**config.mk**
```make
export PLATFORM = sky130hd
export DESIGN_NAME = fifo_rr_scheduler
export DESIGN_NICKNAME = d
export VERILOG_FILES = /design/src/rtl/fifo_sched_pkg.sv /design/src/rtl/rr_arbiter.sv /design/src/rtl/fifo_rr_scheduler.sv
export SDC_FILE = /design/constraint.sdc
export NUM_CORES = 1
export LEC_CHECK = 0
export ABC_AREA = 1
export CAP_MARGIN = 5
export CORE_UTILIZATION = 35
export CTS_CLUSTER_SIZE = 30
export DETAILED_ROUTE_END_ITERATION = 16
export GPL_TIMING_DRIVEN = 0
export PLACE_DENSITY = 0.82
export SLEW_MARGIN = 20
export SYNTH_ARGS = -nofsm -noshare
export SYNTH_HDL_FRONTEND = slang
export SYNTH_HIERARCHICAL = 1
export SYNTH_SLANG_ARGS = --single-unit
```
**constraint.sdc**
```tcl
create_clock -name clock -period 3.4 [get_ports clock]
set_input_delay 0.68 -clock clock [delete_from_list [all_inputs] [get_ports clock]]
set_output_delay 0.68 -clock clock [all_outputs]
set_load 0.01 [all_outputs]
```
**src/rtl/fifo_sched_pkg.sv**
```systemverilog
// Shared types and helpers for the FIFO round-robin scheduler.
// Holds the write-side state encoding and the rotating-priority search
// used by the arbiter.
package fifo_sched_pkg;

  // Write-side FSM: free arbitration, or holding a grant for a burst.
  typedef enum logic {
    ARB,
    LOCKED
  } wr_state_t;

  // Widest requester vector the search helper handles.
  localparam int MAX_REQ = 32;

  // Returns the first requester with valid set, scanning ptr, ptr+1, ...
  // and wrapping at numReq; returns -1 when nobody is requesting.
  function automatic int rr_pick(input logic [MAX_REQ-1:0] valid,
                                 input int numReq,
                                 input int ptr);
    int pick;
    int idx;
    pick = -1;
    for (int k = 0; k < MAX_REQ; k++) begin
      if (k < numReq) begin
        idx = ptr + k;
        if (idx >= numReq) begin
          idx = idx - numReq;
        end
        if (pick < 0 && valid[idx[4:0]]) begin
          pick = idx;
        end
      end
    end
    return pick;
  endfunction

endpackage

```
**src/rtl/rr_arbiter.sv**
```systemverilog
// Combinational round-robin arbiter: picks the first requester at or after
// the rotating pointer. Purely combinational; the pointer lives in the top.
module rr_arbiter
  import fifo_sched_pkg::*;
#(
  parameter int NUM_REQ = 4,
  localparam int ID_WIDTH = $clog2(NUM_REQ)
) (
  input  logic [NUM_REQ-1:0]  valid_i,
  input  logic [ID_WIDTH-1:0] rr_ptr_i,
  output logic [ID_WIDTH-1:0] grant_id_o,
  output logic                grant_vld_o
);

  logic [MAX_REQ-1:0] validWide;
  int                 pick;

  // Widen the request vector and run the rotating-priority search.
  always_comb begin
    validWide                = '0;
    validWide[NUM_REQ-1:0]   = valid_i;
    pick                     = rr_pick(validWide, NUM_REQ, int'(rr_ptr_i));
    grant_vld_o              = (pick >= 0);
    grant_id_o               = ID_WIDTH'(pick);
  end

endmodule

```
**src/rtl/fifo_rr_scheduler.sv**
```systemverilog
// Shares one synchronous FIFO between NUM_REQ producers. Writes are granted
// round-robin (optionally locked for up to BURST_LEN beats) and tagged with
// the source id; the read side hides the FIFO's one-cycle read latency so
// the consumer can take one word per cycle.
module fifo_rr_scheduler
  import fifo_sched_pkg::*;
#(
  parameter int NUM_REQ    = 4,
  parameter int DATA_WIDTH = 7,
  parameter int BURST_LEN  = 1,
  localparam int ID_WIDTH   = $clog2(NUM_REQ),
  localparam int FIFO_WIDTH = ID_WIDTH + DATA_WIDTH
) (
  input  logic                          clock,
  input  logic                          reset_n,
  input  logic [NUM_REQ-1:0]            s_valid_i,
  input  logic [NUM_REQ*DATA_WIDTH-1:0] s_data_i,
  output logic [NUM_REQ-1:0]            s_ready_o,
  output logic                          fifo_wren_o,
  output logic [FIFO_WIDTH-1:0]         fifo_wdata_o,
  output logic                          fifo_rden_o,
  input  logic                          fifo_full_i,
  input  logic                          fifo_empty_i,
  input  logic [FIFO_WIDTH-1:0]         fifo_rdata_i,
  output logic                          m_valid_o,
  input  logic                          m_ready_i,
  output logic [DATA_WIDTH-1:0]         m_data_o,
  output logic [ID_WIDTH-1:0]           m_src_o
);

  localparam int CNT_WIDTH = $clog2(BURST_LEN + 1);

  wr_state_t             state_q, state_d;
  logic [ID_WIDTH-1:0]   rrPtr_q, rrPtr_d;
  logic [ID_WIDTH-1:0]   lockId_q, lockId_d;
  logic [CNT_WIDTH-1:0]  beatCnt_q, beatCnt_d;
  logic                  mValid_q, mValid_d;

  logic [ID_WIDTH-1:0]   arbId;
  logic                  arbVld;
  logic [ID_WIDTH-1:0]   grantId;
  logic [ID_WIDTH-1:0]   nextPtr;
  logic                  accept;
  logic                  readNow;

  rr_arbiter #(
    .NUM_REQ (NUM_REQ)
  ) u_arbiter (
    .valid_i     (s_valid_i),
    .rr_ptr_i    (rrPtr_q),
    .grant_id_o  (arbId),
    .grant_vld_o (arbVld)
  );

  // Write-side next state: pick the grant, decide acceptance, and advance
  // the pointer / burst counter. A full FIFO blocks every write.
  always_comb begin
    state_d   = state_q;
    rrPtr_d   = rrPtr_q;
    lockId_d  = lockId_q;
    beatCnt_d = beatCnt_q;
    accept    = 1'b0;
    grantId   = (state_q == LOCKED) ? lockId_q : arbId;
    nextPtr   = (grantId == ID_WIDTH'(NUM_REQ - 1)) ? '0 : grantId + ID_WIDTH'(1);
    case (state_q)
      ARB: begin
        if (arbVld && !fifo_full_i) begin
          accept = 1'b1;
          if (BURST_LEN > 1) begin
            state_d   = LOCKED;
            lockId_d  = arbId;
            beatCnt_d = CNT_WIDTH'(1);
          end else begin
            rrPtr_d = nextPtr;
          end
        end
      end
      LOCKED: begin
        if (!s_valid_i[lockId_q]) begin
          rrPtr_d   = nextPtr;
          beatCnt_d = '0;
          state_d   = ARB;
        end else if (!fifo_full_i) begin
          accept = 1'b1;
          if (beatCnt_q == CNT_WIDTH'(BURST_LEN - 1)) begin
            rrPtr_d   = nextPtr;
            beatCnt_d = '0;
            state_d   = ARB;
          end else begin
            beatCnt_d = beatCnt_q + CNT_WIDTH'(1);
          end
        end
      end
      default: begin
        state_d = ARB;
      end
    endcase
  end

  // Producer handshake and FIFO write port; forced quiet while in reset.
  always_comb begin
    s_ready_o    = '0;
    fifo_wren_o  = 1'b0;
    fifo_wdata_o = {grantId, s_data_i[grantId*DATA_WIDTH +: DATA_WIDTH]};
    if (accept && reset_n) begin
      s_ready_o   = NUM_REQ'(1) << grantId;
      fifo_wren_o = 1'b1;
    end
  end

  // Read side: fetch whenever the output slot is free or being emptied,
  // so back-to-back words stream at one per cycle.
  always_comb begin
    readNow     = !fifo_empty_i && (!mValid_q || m_ready_i);
    fifo_rden_o = readNow && reset_n;
    mValid_d    = mValid_q;
    if (readNow) begin
      mValid_d = 1'b1;
    end else if (mValid_q && m_ready_i) begin
      mValid_d = 1'b0;
    end
  end

  // State registers, cleared asynchronously together with the FIFO.
  always_ff @(posedge clock or negedge reset_n) begin
    if (!reset_n) begin
      state_q   <= ARB;
      rrPtr_q   <= '0;
      lockId_q  <= '0;
      beatCnt_q <= '0;
      mValid_q  <= 1'b0;
    end else begin
      state_q   <= state_d;
      rrPtr_q   <= rrPtr_d;
      lockId_q  <= lockId_d;
      beatCnt_q <= beatCnt_d;
      mValid_q  <= mValid_d;
    end
  end

  assign m_valid_o = mValid_q;
  assign m_data_o  = fifo_rdata_i[DATA_WIDTH-1:0];
  assign m_src_o   = fifo_rdata_i[FIFO_WIDTH-1 -: ID_WIDTH];

endmodule

```
==> out/results.tsv, run 1 <==
stage	metric	value	unit
status	status	complete, no violations	
critical_path	CP endpoint kind	primary output	
yosys	area leader, netlist	nand2_1	
finish	share of cells above drive strength 1	20.8	%
yosys	number of warnings issued by yosys	6	
grt	vias in the first global route	1127	
route	antenna viol nets, final	0	
sta	final worst slack	0.134	ns
grt	Tot GR Track Use	17.8	%
yosys	number of synthesized register bits	4	
yosys	synthesized area	1020	sq um
clock_network	clk sinks	4	
clock_network	Clock transition at path regs	0.04	ns
die	Row Count	19	
sta	Worst slew margin	84.4	%
placed_design	routability cong.	0.850	
finish	sequential cell area	103	sq um
yosys	Synth top area share	26.2	%
die	Top Ports	71	
finish	Syn-to-layout area delta	78.1	%
placed_design	post-DP HPWL	2.25	mm
clock_network	CTS root buf	clkbuf_4	
critical_path	Critical Path AT	2.59	ns
yosys	Synth Instances	187	
yosys	ys async rst share	100	%
route	DR pass1 iterations	4	
power	Final Power	2250	uW
die	Die ar.	3130	sq um
clock_network	TritonCTS buffer count	3	
clock_network	H-tree depth	1	
route	violation count after the first detailed-routing iteration	38	
grt	largest net degree at the start of global routing	11	
power	worst vdd ir	0.904	mV
yosys	most instantiated library cell after synthesis	nand2_1	
clock_network	Bufs on Longest Clock Path	2	
critical_path	startpoint types	input port	
grt	grt ovf	0	
yosys	Syn Area/Cell	5.44	sq um
power	Pleak	0.00103	uW
grt	number of antenna violations at the first check in global routing	0	
finish	multi-input logic area	749	sq um
sta	final setup fails	0	
route	DRC viols	0	
worst_hold_path	Hold WC Path Type	register to register	
yosys	top_reg_cell synth	dfrtp_1	
sta	Tcrit/Tclk final	96.1	%
flow_run	Max-cap violations	0	
power	PwrDens	1240	nW/um^2
die	Die W	55.9	um
route	DRT Wirelength	3.04	mm
critical_path	Crit path required time	2.72	ns
finish	number of antenna diodes	0	
grt	first-pass GRT wire length	4.55	mm
clock_network	latest clock arrival within the worst-skew pair	0.23	ns
die	starting density of the core	36.9	%
route	vias per cell	4.62	
sta	fmax	306	MHz
yosys	Mapped Nets	239	
sta	final hold violation count	0	
yosys	synth unique cells	21	
clock_network	CTS tree	yes	
finish	post-layout util	65.7	%
yosys	EDFF count, synth	0	
placed_design	pre-CTS setup slack	-0.492	ns
yosys	sequential area share after synthesis	9.84	%
critical_path	Worst Setup Path Type	input port to primary output	
route	via count	1321	
sta	measured slew at the worst slew-check pin	0.233	ns
finish	Final nets	309	
sta	Max Clock Skew	0.00190	ns
die	die height	55.9	um
route	WL per Instance	10.6	um
placed_design	PortBufs	61	
die	Core ar.	2760	sq um
finish	# fillers	260	
sta	Max Transition Viols Final	0	
critical_path	CP max FO	10	
yosys	largest cells by area after synthesis	nand2_1 (26%), nand3_1 (16%), inv_1 (11%)	
sta	Min Clock Period, post-route	3.27	ns
yosys	Synth top cells by count	nand2_1 (71), nand3_1 (33), inv_1 (29), buf_4 (12), nor2_1 (10)	
-- registers in the layout (all words and copies together), names as in the netlist --
register   flops
m_valid_o      1
state_q        1
rrPtr_q        2
-- placed cells by master (no fill, tap or decap), types with 4 or more instances in the layout --
| master | Yosys | routed |
|---|---|---|
| ha_1 | 6 | 5 |
| inv_1 | 29 | 28 |
| nand2_2 | 4 | 11 |
| nor2_1 | 10 | 9 |
| buf_4 | 12 | 14 |
| dlymetal6s2s_1 | 0 | 5 |
| nand2_1 | 71 | 64 |
| nand3_1 | 33 | 31 |
| nand3_2 | 3 | 4 |
| clkdlybuf4s50_1 | 0 | 44 |
| dlygate4sd2_1 | 0 | 9 |
-- what timing repair did --
item                       in CTS  in global routing
gates cloned                    0                  1
hold buffers                    0                  0
setup buffers                   1                  2
resized for setup              18                 26
pin swaps                       0                  3
setup endpoints to repair      14                 13
-- per-stage QoR --
step                      TNS, ns  cell area [sq um]  hold slack, ns  instances
after detailed placement    -5.34               1670           0.589        279
after floorplan                 0               1020           0.384        187
after CTS                  -0.459               1690           0.594        283
final                           0               1810           0.583        286
after global routing      -0.0478               1810           0.670        286
after global placement      -5.30               1670           0.593        279
-- critical path, stage by stage --
cell,delay (ns)
clkdlybuf4s15_1,0.25
nand2_2,0.14
nand3_2,0.10
nand2_2,0.12
nand3_4,0.13
nand2_2,0.07
nand2_1,0.06
nand2_1,0.08
nand2_1,0.06
nand2_1,0.07
buf_6,0.12
nand2_8,0.08
clkbuf_16,0.17
nand2_1,0.05
nand3_1,0.06
nand2_1,0.06
dlygate4sd2_1,0.28
-- final timing paths --
kind / start / endpoint / slack [ns] / depth (start not counted)
worst max-delay path: s_valid_i[0] / fifo_wdata_o[4] / 0.13 / 17
worst min-delay path: m_valid_o / m_valid_o / 0.58 / 4
worst max register to register: rrPtr_q[1] / rrPtr_q[1] / 1.01 / 17
worst min register to register: m_valid_o / m_valid_o / 0.58 / 4
max in group asynchronous: reset_n / rrPtr_q[1] / 2.51 / 1
min in group asynchronous: reset_n / m_valid_o / 0.68 / 1
-- report_power, final --
group | total (uW) | internal (uW) | switching (uW)
registers | 79.9 | 64.9 | 15.0
logic | 2110 | 962 | 1150
clock network | 56.8 | 39.4 | 17.5
-- metal layers --
layer / vias to the layer above / GRT usage, % / routed length (um)
met3: 2 / 2.33 / 118
met4: 0 / 5.23 / 14
met5: - / 0 / 0
met2: 37 / 31.3 / 1600
met1: 578 / 22.8 / 1310
li1: 704 / - / -
-- cell families (layout without fill, tap and decap cells) --
group / after synthesis / count (layout) / share of synthesized area, %
AO/OA/AOI/OAI: 2 / 2 / 1.35
adder cells (fa/ha/maj): 6 / 6 / 7.38
flip-flops: 4 / 4 / 9.84
buffers and inverters: 46 / 114 / 22.6
AND/OR/NAND/NOR: 129 / 129 / 58.8
-- cell type report --
type / instances / area share (%)
plain buffers: 14 / 6.63
clock buffers: 3 / 1.24
inverters: 32 / 6.84
multi-input cells: 137 / 41.4
flip-flops and latches: 4 / 5.66
well taps: 31 / 2.14
repair buffers: 65 / 36.1
No activity file was read; power rests on OpenSTA's default activity.
==> run 2, diff against run 1 <==
PLACE_DENSITY = 0.87   (was 0.82)
==> out/results.tsv, run 2 (same netlist as run 1, synthesis figures left out) <==
stage	metric	value	unit	change
grt	largest net degree at the start of global routing	11		unchanged
finish	post-layout util	64.9	%	-0.77 points
die	Core ar.	2760	sq um	unchanged
route	DRT Wirelength	3.20	mm	+5.2%
grt	most used routing layer	met2		
grt	vias in the first global route	1126		-0.089%
critical_path	Critical Path AT	2.69	ns	+0.10 ns
flow_run	Max-cap violations	0		unchanged
sta	Max Clock Skew	0.000380	ns	-0.00152 ns
clock_network	Bufs on Longest Clock Path	2		unchanged
route	DRC viols	0		unchanged
sta	final hold violation count	0		unchanged
placed_design	post-DP HPWL	2.32	mm	+3.0%
grt	first-pass GRT wire length	4.73	mm	+3.8%
critical_path	reg-to-reg endpoint	rrPtr_q[1]		
route	violation count after the first detailed-routing iteration	47		+24%
critical_path	reg2reg path depth	17		unchanged
finish	commonest non-fill, non-tap cells in the layout	nand2_1 (67), clkdlybuf4s50_1 (44), nand3_1 (33)		
route	WL per Instance	11.0	um	+3.7%
sta	Setup TNS	0	ns	unchanged
clock_network	Clock transition at path regs	0.03	ns	about the same
clock_network	latest clock arrival within the worst-skew pair	0.23	ns	about the same
power	Internal	1100	uW	+3.6%
sta	Worst slew margin	83.2	%	-1.2 points
route	DR pass1 iterations	4		unchanged
clock_network	Hold Buf Count CTS	0		unchanged
placed_design	Placed Cells	279		unchanged
clock_network	H-tree depth	1		unchanged
finish	share of cells above drive strength 1	23.6	%	+2.8 points
power	worst vdd ir	1.10	mV	+22%
route	vias per cell	4.63		+0.26%
finish	Syn-to-layout area delta	76.0	%	
clock_network	clk sinks	4		unchanged
worst_hold_path	Hold Crit Start	m_valid_o		
grt	met1 usage	22.7	%	-0.065 points
grt	Tot GR Track Use	18.5	%	+0.66 points
worst_hold_path	sink of the worst hold path	m_valid_o		
power	Switching Fraction	52.8	%	+0.25 points
sta	Min Clock Period, post-route	3.37	ns	+0.101 ns
worst_hold_path	WHS Path Cells	4		unchanged
grt	routing usage on met2	33.7	%	+2.4 points
sta	Max Transition Viols Final	0		unchanged
sta	Tcrit/Tclk final	99.0	%	+3.0 points
worst_hold_path	Hold WC Path Type	register to register		
placed_design	routability cong.	0.865		+1.8%
die	starting density of the core	36.9	%	unchanged
sta	fmax	297	MHz	-3.0%
clock_network	TritonCTS buffer count	3		unchanged
finish	Largest Register	rrPtr_q		
die	Top Ports	71		unchanged
critical_path	CP max FO	10		unchanged
die	Die ar.	3130	sq um	unchanged
sta	measured slew at the worst slew-check pin	0.252	ns	+0.0192 ns
power	switching power	1230	uW	+4.6%
status	status	complete, no violations		
finish	post-route cell area	1790	sq um	-1.2%
critical_path	Crit path required time	2.72	ns	about the same
route	via count	1343		+1.7%
critical_path	R2R Path Start	rrPtr_q[0]		
grt	number of antenna violations at the first check in global routing	0		unchanged
die	Die W	55.9	um	unchanged
critical_path	flop-to-flop setup slack	0.91	ns	-0.10 ns
critical_path	Worst Setup Path Type	input port to primary output		
clock_network	CTS root buf	clkbuf_4		
placed_design	PortBufs	61		unchanged
die	Row Count	19		unchanged
finish	flip-flop count of the largest register after layout	2		unchanged
finish	number of antenna diodes	0		unchanged
sta	final setup fails	0		unchanged
route	antenna viol nets, final	0		unchanged
power	Pleak	0.00103	uW	-0.43%
critical_path	CP endpoint kind	primary output		
clock_network	CTS tree	yes		
power	Flop pwr share	3.6	%	about the same
critical_path	startpoint types	input port		
finish	Final Non-Filler Cells	290		+1.4%
placed_design	DP Area	1670	sq um	unchanged
grt	M3 GR Usage	2.09	%	-0.23 points
die	die height	55.9	um	unchanged
grt	grt ovf	0		unchanged
sta	Fin Hold WS	0.590	ns	+0.00743 ns
power	clock share of power	2.4	%	about the same
power	PwrDens	1310	nW/um^2	+5.4%
power	combinational group share of total power	94.0	%	about the same
sta	RSZ-0062 raised after global routing	true		
finish	commonest non-fill, non-tap cell in the layout	nand2_1		
finish	Final nets	313		+1.3%
-- run 2: changes by cell type in the layout (fill, tap and decap cells not counted), sizes merged --
| cell | previous run | this run |
|---|---|---|
| buf | 18 | 27 |
| dlygate4sd2 | 9 | 2 |
| clkbuf | 4 | 8 |
| clkdlybuf4s15 | 2 | 1 |
| clkinv | 1 | 0 |
| dlymetal6s2s | 5 | 4 |
| inv | 31 | 32 |
-- run 2: repair_timing --
item / in CTS / in global routing
cloned: 0 / 1
endpoints found under the setup margin: 14 / 13
resized for setup: 27 / 38
pin swaps: 0 / 5
buffers inserted: 4 / 3
-- run 2: how the worst max path moves through the flow --
stage                       startpoint            to  slack [ns]
after CTS                 s_valid_i[1]  s_ready_o[0]       -0.10
after global placement    s_valid_i[0]  s_ready_o[0]       -0.50
after floorplan             rrPtr_q[0]  s_ready_o[0]        0.49
final                     s_valid_i[2]  s_ready_o[0]        0.03
after detailed placement  s_valid_i[0]  s_ready_o[0]       -0.53
after global routing      s_valid_i[2]  s_ready_o[0]       -0.08
-- run 2: power by group through the flow --
stage | sequential [uW] | combinational (uW) | clock, uW
after global routing | 87.0 | 2410 | 66.4
after CTS | 81.3 | 1970 | 59.9
after global placement | 92.0 | 1930 | 0
final | 84.8 | 2200 | 56.1
after floorplan | 86.2 | 1220 | 0
after detailed placement | 93.5 | 1950 | 0
-- run 2: per-layer routing --
layer | vias to the layer above | routed length [um]
met5 | - | 0
met4 | 0 | 37
met3 | 4 | 140
met2 | 43 | 1610
met1 | 587 | 1410
li1 | 709 | -
-- run 2: final cells by class --
| type | instances | area [sq um] |
|---|---|---|
| sequential | 4 | 103 |
| fill | 261 | 967 |
| clock buffer | 3 | 22.5 |
| multi-input combinational | 137 | 732 |
| buffer | 14 | 124 |
| inverter | 32 | 125 |
| tap | 31 | 38.8 |
| timing repair buffer | 69 | 646 |
-- run 2: worst max-delay path, cell delays in order --
cell             delay, ns
clkdlybuf4s50_1       0.48
inv_1                 0.05
nand2_1               0.07
and2_4                0.15
nor2_2                0.04
nor2_4                0.14
nand3_4               0.09
nand2_1               0.09
nand2_1               0.05
nand2_1               0.07
buf_6                 0.13
nand2_8               0.08
buf_8                 0.15
ha_1                  0.18
inv_1                 0.05
nor2_1                0.04
buf_2                 0.14
-- run 2: stage by stage --
| stage | worst slack [ns] | total power [uW] |
|---|---|---|
| 2_1_floorplan | 0.488 | 1310 |
| 3_3_place_gp | -0.500 | 2020 |
| 3_5_place_dp | -0.530 | 2040 |
| 4_1_cts | -0.102 | 2110 |
| 5_1_grt | -0.0832 | 2570 |
| 6_report | 0.0326 | 2340 |
